`src/rtl/dmem_stream_reader.sv`:
```
// dmem_stream_reader - walks a block of data-memory ROM words and streams them out
// over a valid/ready interface with last-word tagging, range checking and completion pulses.
module dmem_stream_reader #(
  parameter int DATA_W = 32,
  parameter int DEPTH  = 8100,
  parameter int CNT_W  = 14
) (
  input  logic              clk,
  input  logic              reset,
  input  logic              start,
  input  logic [31:0]       base_addr,
  input  logic [CNT_W-1:0]  count,
  output logic              busy,
  output logic              done,
  output logic              err,
  output logic [31:0]       rom_addr,
  input  logic [DATA_W-1:0] rom_rd,
  output logic [DATA_W-1:0] out_data,
  output logic              out_valid,
  input  logic              out_ready,
  output logic              out_last
);

  typedef enum logic [1:0] {
    IDLE  = 2'd0,
    RUN   = 2'd1,
    DRAIN = 2'd2,
    DONE  = 2'd3
  } state_t;

  state_t state, state_nxt;

  logic             req;
  logic [31:0]      req_base;
  logic [CNT_W-1:0] req_count;
  logic [31:0]      ptr;
  logic [CNT_W-1:0] remaining;
  logic [32:0]      req_end;
  logic             range_bad;
  logic             load;
  logic             take;

  // A start is latched for one cycle inside IDLE and judged the next cycle, so the
  // range compare sees registered operands and RUN is entered one edge after start.
  assign req_end   = {1'b0, req_base} + 33'(req_count);
  assign range_bad = req_end > 33'(DEPTH);
  assign take      = out_valid && out_ready;

  always_ff @(posedge clk) begin
    if (reset) begin
      state <= IDLE;
    end else begin
      state <= state_nxt;
    end
  end

  always_comb begin
    state_nxt = state;
    busy      = 1'b0;
    done      = 1'b0;
    rom_addr  = 32'd0;
    load      = 1'b0;
    case (state)
      IDLE: begin
        if (req) begin
          if (req_count == '0) begin
            state_nxt = DONE;
          end else if (!range_bad) begin
            state_nxt = RUN;
          end
        end
      end
      RUN: begin
        busy     = 1'b1;
        rom_addr = ptr;
        load     = !out_valid || out_ready;
        if (load && remaining == CNT_W'(1)) begin
          state_nxt = DRAIN;
        end
      end
      DRAIN: begin
        busy = 1'b1;
        if (take) begin
          state_nxt = DONE;
        end
      end
      DONE: begin
        busy      = 1'b1;
        done      = 1'b1;
        state_nxt = IDLE;
      end
      default: state_nxt = IDLE;
    endcase
  end

  always_ff @(posedge clk) begin
    if (reset) begin
      req       <= 1'b0;
      req_base  <= 32'd0;
      req_count <= '0;
      ptr       <= 32'd0;
      remaining <= '0;
      out_data  <= '0;
      out_valid <= 1'b0;
      out_last  <= 1'b0;
      err       <= 1'b0;
    end else begin
      err <= 1'b0;
      if (state == IDLE) begin
        if (req) begin
          req       <= 1'b0;
          ptr       <= req_base;
          remaining <= req_count;
          if (req_count != '0 && range_bad) begin
            err <= 1'b1;
          end
        end else if (start) begin
          req       <= 1'b1;
          req_base  <= base_addr;
          req_count <= count;
        end
      end
      // A load also consumes any word being handshaken this cycle; only a bare
      // handshake (DRAIN) empties the output register.
      if (load) begin
        out_data  <= rom_rd;
        out_valid <= 1'b1;
        out_last  <= (remaining == CNT_W'(1));
        ptr       <= ptr + 32'd1;
        remaining <= remaining - CNT_W'(1);
      end else if (take) begin
        out_valid <= 1'b0;
        out_last  <= 1'b0;
      end
    end
  end

endmodule

```
`config.mk`:
```
export PLATFORM = sky130hd
export DESIGN_NAME = dmem_stream_reader
export DESIGN_NICKNAME = d
export VERILOG_FILES = /design/src/rtl/dmem_stream_reader.sv
export SDC_FILE = /design/constraint.sdc
export NUM_CORES = 1
export LEC_CHECK = 0
export CORE_MARGIN = 2
export CORE_UTILIZATION = 30
export DETAILED_ROUTE_END_ITERATION = 12
export PLACE_DENSITY = 0.57
export SETUP_SLACK_MARGIN = 0.02
export SYNTH_ARGS = -nofsm -noshare
export SYNTH_HDL_FRONTEND = slang
export SYNTH_SLANG_ARGS = --single-unit
```
`constraint.sdc`:
```
create_clock -name clk -period 2.9 [get_ports clk]
set_input_delay 0.58 -clock clk [delete_from_list [all_inputs] [get_ports clk]]
set_output_delay 0.58 -clock clk [all_outputs]
set_load 0.01 [all_outputs]
```
* Yosys cells after proc, flatten, opt, wreduce, memory -nomap -nowiden
Index checks and enable logic that the tools add are counted.
Storage, ports and cells: flip-flop bits (word level) 130, input bits 82, output and inout port bits 69
Cells by class: eq/ne operators 8, magnitude comparators 1, $add $sub $neg 3, bitwise logic cells 2, reduce and logical (&&, ||, !) cells 16, mux-type cells 22
Operators with widths (count):
- $mux W32 | 4
- $mux W14 | 3
- $add A32 B14 Y33 | 1
- $gt A33 B13 Y1 const B | 1
- $add A32 B1 Y32 const B | 1
- $eq A14 B1 Y1 const B | 1
- $logic_not A14 Y1 | 1
- $reduce_bool A14 Y1 | 1
- $sub A14 B1 Y14 const B | 1
- $mux W2 | 5
- $mux W1 | 9
- $pmux W2 S4 | 1
- $ne A2 B2 Y1 const B | 3
- $reduce_bool A2 Y1 | 3
- $reduce_or A3 Y1 | 2
- $eq A2 B2 Y1 const B | 2
- $reduce_and A4 Y1 | 1
- $logic_and A1 B1 Y1 | 3
- $ne A3 B3 Y1 const B | 1
- $reduce_and A3 Y1 | 1
- $eq A2 B1 Y1 const B | 1
- $logic_not A2 Y1 | 1
- $not A1 Y1 | 2
- $reduce_and A2 Y1 | 1
- 2 further kinds | 2

* Longest topological paths before layout
depth in word-level cells 6, depth in mapped cells 11

* Worst setup path after synthesis
Ideal clock, no wire load.
kind reg2reg, from register req_base[0], to register state[0], required time 2.840 ns, slack -0.024 ns, library setup time 0.060 ns, arrival time 2.864 ns, path buffers 0, stages on the path, launching flop included 12, path through dfxtp_1 -> ha_1 -> fa_1 -> a211oi_2 -> o31ai_2 -> o2111ai_2 -> a31oi_1 -> and4_1 -> or3_1 -> and3_1 -> nor4_2 -> o41a_1
Between the ends: cells in the longest elaborated chain, start to end 4
RTL lines:
- from (decl) | line 34 | logic [31:0] req_base;
- from (signal assigned) | line 119 | req_base <= base_addr;
- $add A32 B14 Y33 | line 45 | assign req_end = {1'b0, req_base} + 33'(req_count);
- $gt A33 B13 Y1 | line 46 | assign range_bad = req_end > 33'(DEPTH);
- $ne A3 B3 Y1 (no line)
- $reduce_and A4 Y1 (no line)
- to (signal assigned) | line 53 | state <= state_nxt;
- to (decl) | line 31 | state_t state, state_nxt;
No other way between the ends. A chain may end at the register's enable or synchronous reset.

* Final worst setup path
from register req_base[11], to register state[0]
Same word-level chain as after synthesis.

==> run metrics <==
status=finished, violations left; failing checks=setup timing; DRC Markers=0; worst hold path class=reg -> reg; Post-synth EDFFs=0; CTS root buf=clkbuf_16; worst-margin pin slew=0.5383 ns; post-DP HPWL=17430 um; worst path cell trace=ha_1 > nand4_1 > or4_1 > a2bb2oi_2 > and2_4 > nor3_1 > nand4bb_1 > and3_1 > nor4_4 > buf_4 > o41a_1; Area Growth Syn to Fin=42.42%; CP arrival=3.28 ns; Highest Signal Layer=met4; post-synthesis sequential area ratio=36.37%; # diodes=0; Clock Latency Late Sink=0.42 ns; post-synthesis async set-or-reset flop share=0%; # fillers=2379; DIE HEIGHT=158.4 um; Clock transition at path regs=0.06 ns; Top FF cell, synth=dfxtp_1; WL/cell=16.02 um; f_max=0.3358 GHz; first-pass GRT wire length=36890 um; core area=0.02347 mm^2; worst vdd rail ir drop=0.3360 mV; main combinational cell family by area after synthesis=simple AND/OR/NAND/NOR gates; Critical Setup Path Class=reg -> reg; PwrDens=783.3 mW/mm^2; hold_buf cts=0; routed wl met2=10750 um; initial core utilization=30.49%; worst path buffer plus inverter count=1; xor/xnor share of the synthesized area=1.469%; syn nets=1073; Final Hold Fails=0; Synth area leaders=dfxtp_1 (36%), nand2_1 (11%), a21oi_1 (8.8%); share of cells above drive strength 1=13.88%; Final Net Count=1259; drt first pass iters=5; crit path setup slack, layout=-0.07805 ns; WL met1=11560 um; DP Area=0.009449 mm^2; post-synthesis compound-gate area fraction=22.36%; Max Slew Vio Count=0; die area=0.02510 mm^2; Commonest cells post-synth=nand2_1 (207), dfxtp_1 (130), a21oi_1 (126); Psw=3.137 mW; Seq pwr share=31.2%; post-synth cell types=68; syn_area_per_cell=7.392 um^2; largest net degree at the start of global routing=54; final setup violation count=3; Fin Setup TNS=-0.1741 ns; vias in the first global route=6940; Final Power=7.983 mW; RD Place Congestion=0.9131; Port Buffers=150; TritonCTS buffer count=17; Max Buffers Root-to-Sink=2; family with the most delay on the worst path=simple AND/OR/NAND/NOR gates; Non-Filler Cell Area, Final=0.01019 mm^2; Die W=158.4 um; Hold WS=0.4521 ns; H-tree Lvls=4; multiplexer area fraction after synthesis=0.8568%; # clock sinks=130; Initial DRC Count=601; Mapped Cells=968; Fin Clk Skew=0.01157 ns; Worst slew margin=63.78%; initial antenna violation count=0; largest stage delay on the critical path=0.56 ns; number of synthesized register bits=130; Pleak=3.771 nW; min Tclk post-route=2.978 ns; Worst Setup Start Kind=register; Setup crit end kind=register; mapped cell area=0.007156 mm^2; count leader, synth=nand2_1; RSZ-0062 raised after global routing=true; final WL=23800 um; Comb pwr share=41.1%; Simple-Gate Fraction of Synth Area=30.09%; vias per std cell=5.147; Warnings, synthesis=0; FP Rows=56; Post-Place Cells=1453; WL met3=1228 um; Vias=7648; post-synthesis adder-cell area fraction=4.127%; sw frac=39.30%; maximum fanout along the worst path=4; max cap viols=0; share of the synthesized area in the top cell type=36.37%; Ports=151; Final Cycle Share=102.7%; Final ANT Viol Nets=0; CP required=3.20 ns; non-filler cells, final=1486; TritonCTS clock tree=yes; Slowest-stage cell, CP=or4_1; Clk pwr share=27.7%; cell-internal power=4.846 mW; gr ovfl total=0; Yosys top cell by area=dfxtp_1; Tot GR Track Use=18.66%
## worst paths after layout
path | slack (ns) | start | end | cells after the start
hold / removal | 0.45 | out_data[16]$_SDFFE_PP0P_ | out_data[16]$_SDFFE_PP0P_ | 2
setup / recovery | -0.08 | req_base[11]$_SDFFE_PP0P_ | state[0]$_SDFFE_PP0P_ | 11
setup reg to reg | -0.08 | req_base[11]$_SDFFE_PP0P_ | state[0]$_SDFFE_PP0P_ | 11
hold reg to reg | 0.45 | out_data[16]$_SDFFE_PP0P_ | out_data[16]$_SDFFE_PP0P_ | 2
## power by group through the flow
stage / registers (mW) / logic (mW) / clock network [mW]
2_1_floorplan: 2.47 / 1.99 / 0
3_3_place_gp: 2.51 / 3.19 / 0
3_5_place_dp: 2.51 / 3.21 / 0
4_1_cts: 2.48 / 3.25 / 2.26
5_1_grt: 2.54 / 3.63 / 2.34
6_report: 2.49 / 3.28 / 2.22
## kinds of logic (layout without fill, tap and decap cells)
group | Yosys count | in the layout
simple gates | 455 | 455
compound gates | 261 | 261
flops | 130 | 130
buf+inv | 81 | 280
fa+ha+maj | 23 | 23
xor+xnor | 12 | 12
mux | 6 | 6
## worst register-to-register path: stages, from the launching register on
cell and delay, ns:
dfxtp_1 0.31, ha_1 0.33, nand4_1 0.15, or4_1 0.56, a2bb2oi_2 0.17, and2_4 0.19, nor3_1 0.23, nand4bb_1 0.15
and3_1 0.21, nor4_4 0.05, buf_4 0.15, o41a_1 0.36
## per-stage QoR
stage / setup WS (ns) / util (%)
5_1_grt: -0.1479 / 43.42
6_report: -0.07805 / 43.42
2_1_floorplan: 0.05399 / -
3_5_place_dp: -0.1909 / 40.26
3_3_place_gp: -0.1892 / 40.26
4_1_cts: -0.08509 / 43.05
## cell type report
| cell class | count | area, um^2 | area share (%) |
|---|---|---|---|
| timing repair buffer | 236 | 2186 | 21.45 |
| clock buffer | 17 | 425.4 | 4.174 |
| inverter | 12 | 45.04 | 0.4420 |
| clock inverter | 15 | 172.7 | 1.694 |
| sequential | 130 | 2605 | 25.56 |
| multi-input combinational | 757 | 4358 | 42.76 |
| tap | 319 | 399.1 | 3.917 |
## routing by layer
layer	GRT usage, %	vias up
met4	4.505	0
li1	-	3808
met3	3.185	20
met2	29.13	234
met5	0	-
met1	26.73	3586
## cells in the final DEF, fill, tap and decap left out, drive strengths merged, types with 16 or more instances in the layout
master and n:
buf 87, clkbuf 17, nand4 16, dfxtp 130
nand2 209, a21oi 126, and2 36, clkdlybuf4s50 149
o21ai 41, ha 22, inv 20, nor2 74
and3 17, nand3 25, nor3 34
## registers in the layout, summed over array words and instances, names as in the netlist
register and flops:
remaining 14, err 1, out_valid 1, req 1, state 2, ptr 32, req_base 32, out_data 32
out_last 1, req_count 14
## what timing repair did
action / in CTS / in global routing
endpoints found under the setup margin: 3 / 4
setup buffers: 0 / 1
pin swaps: 6 / 4
resized for setup: 12 / 14
Power figures use the tool's default switching activity.
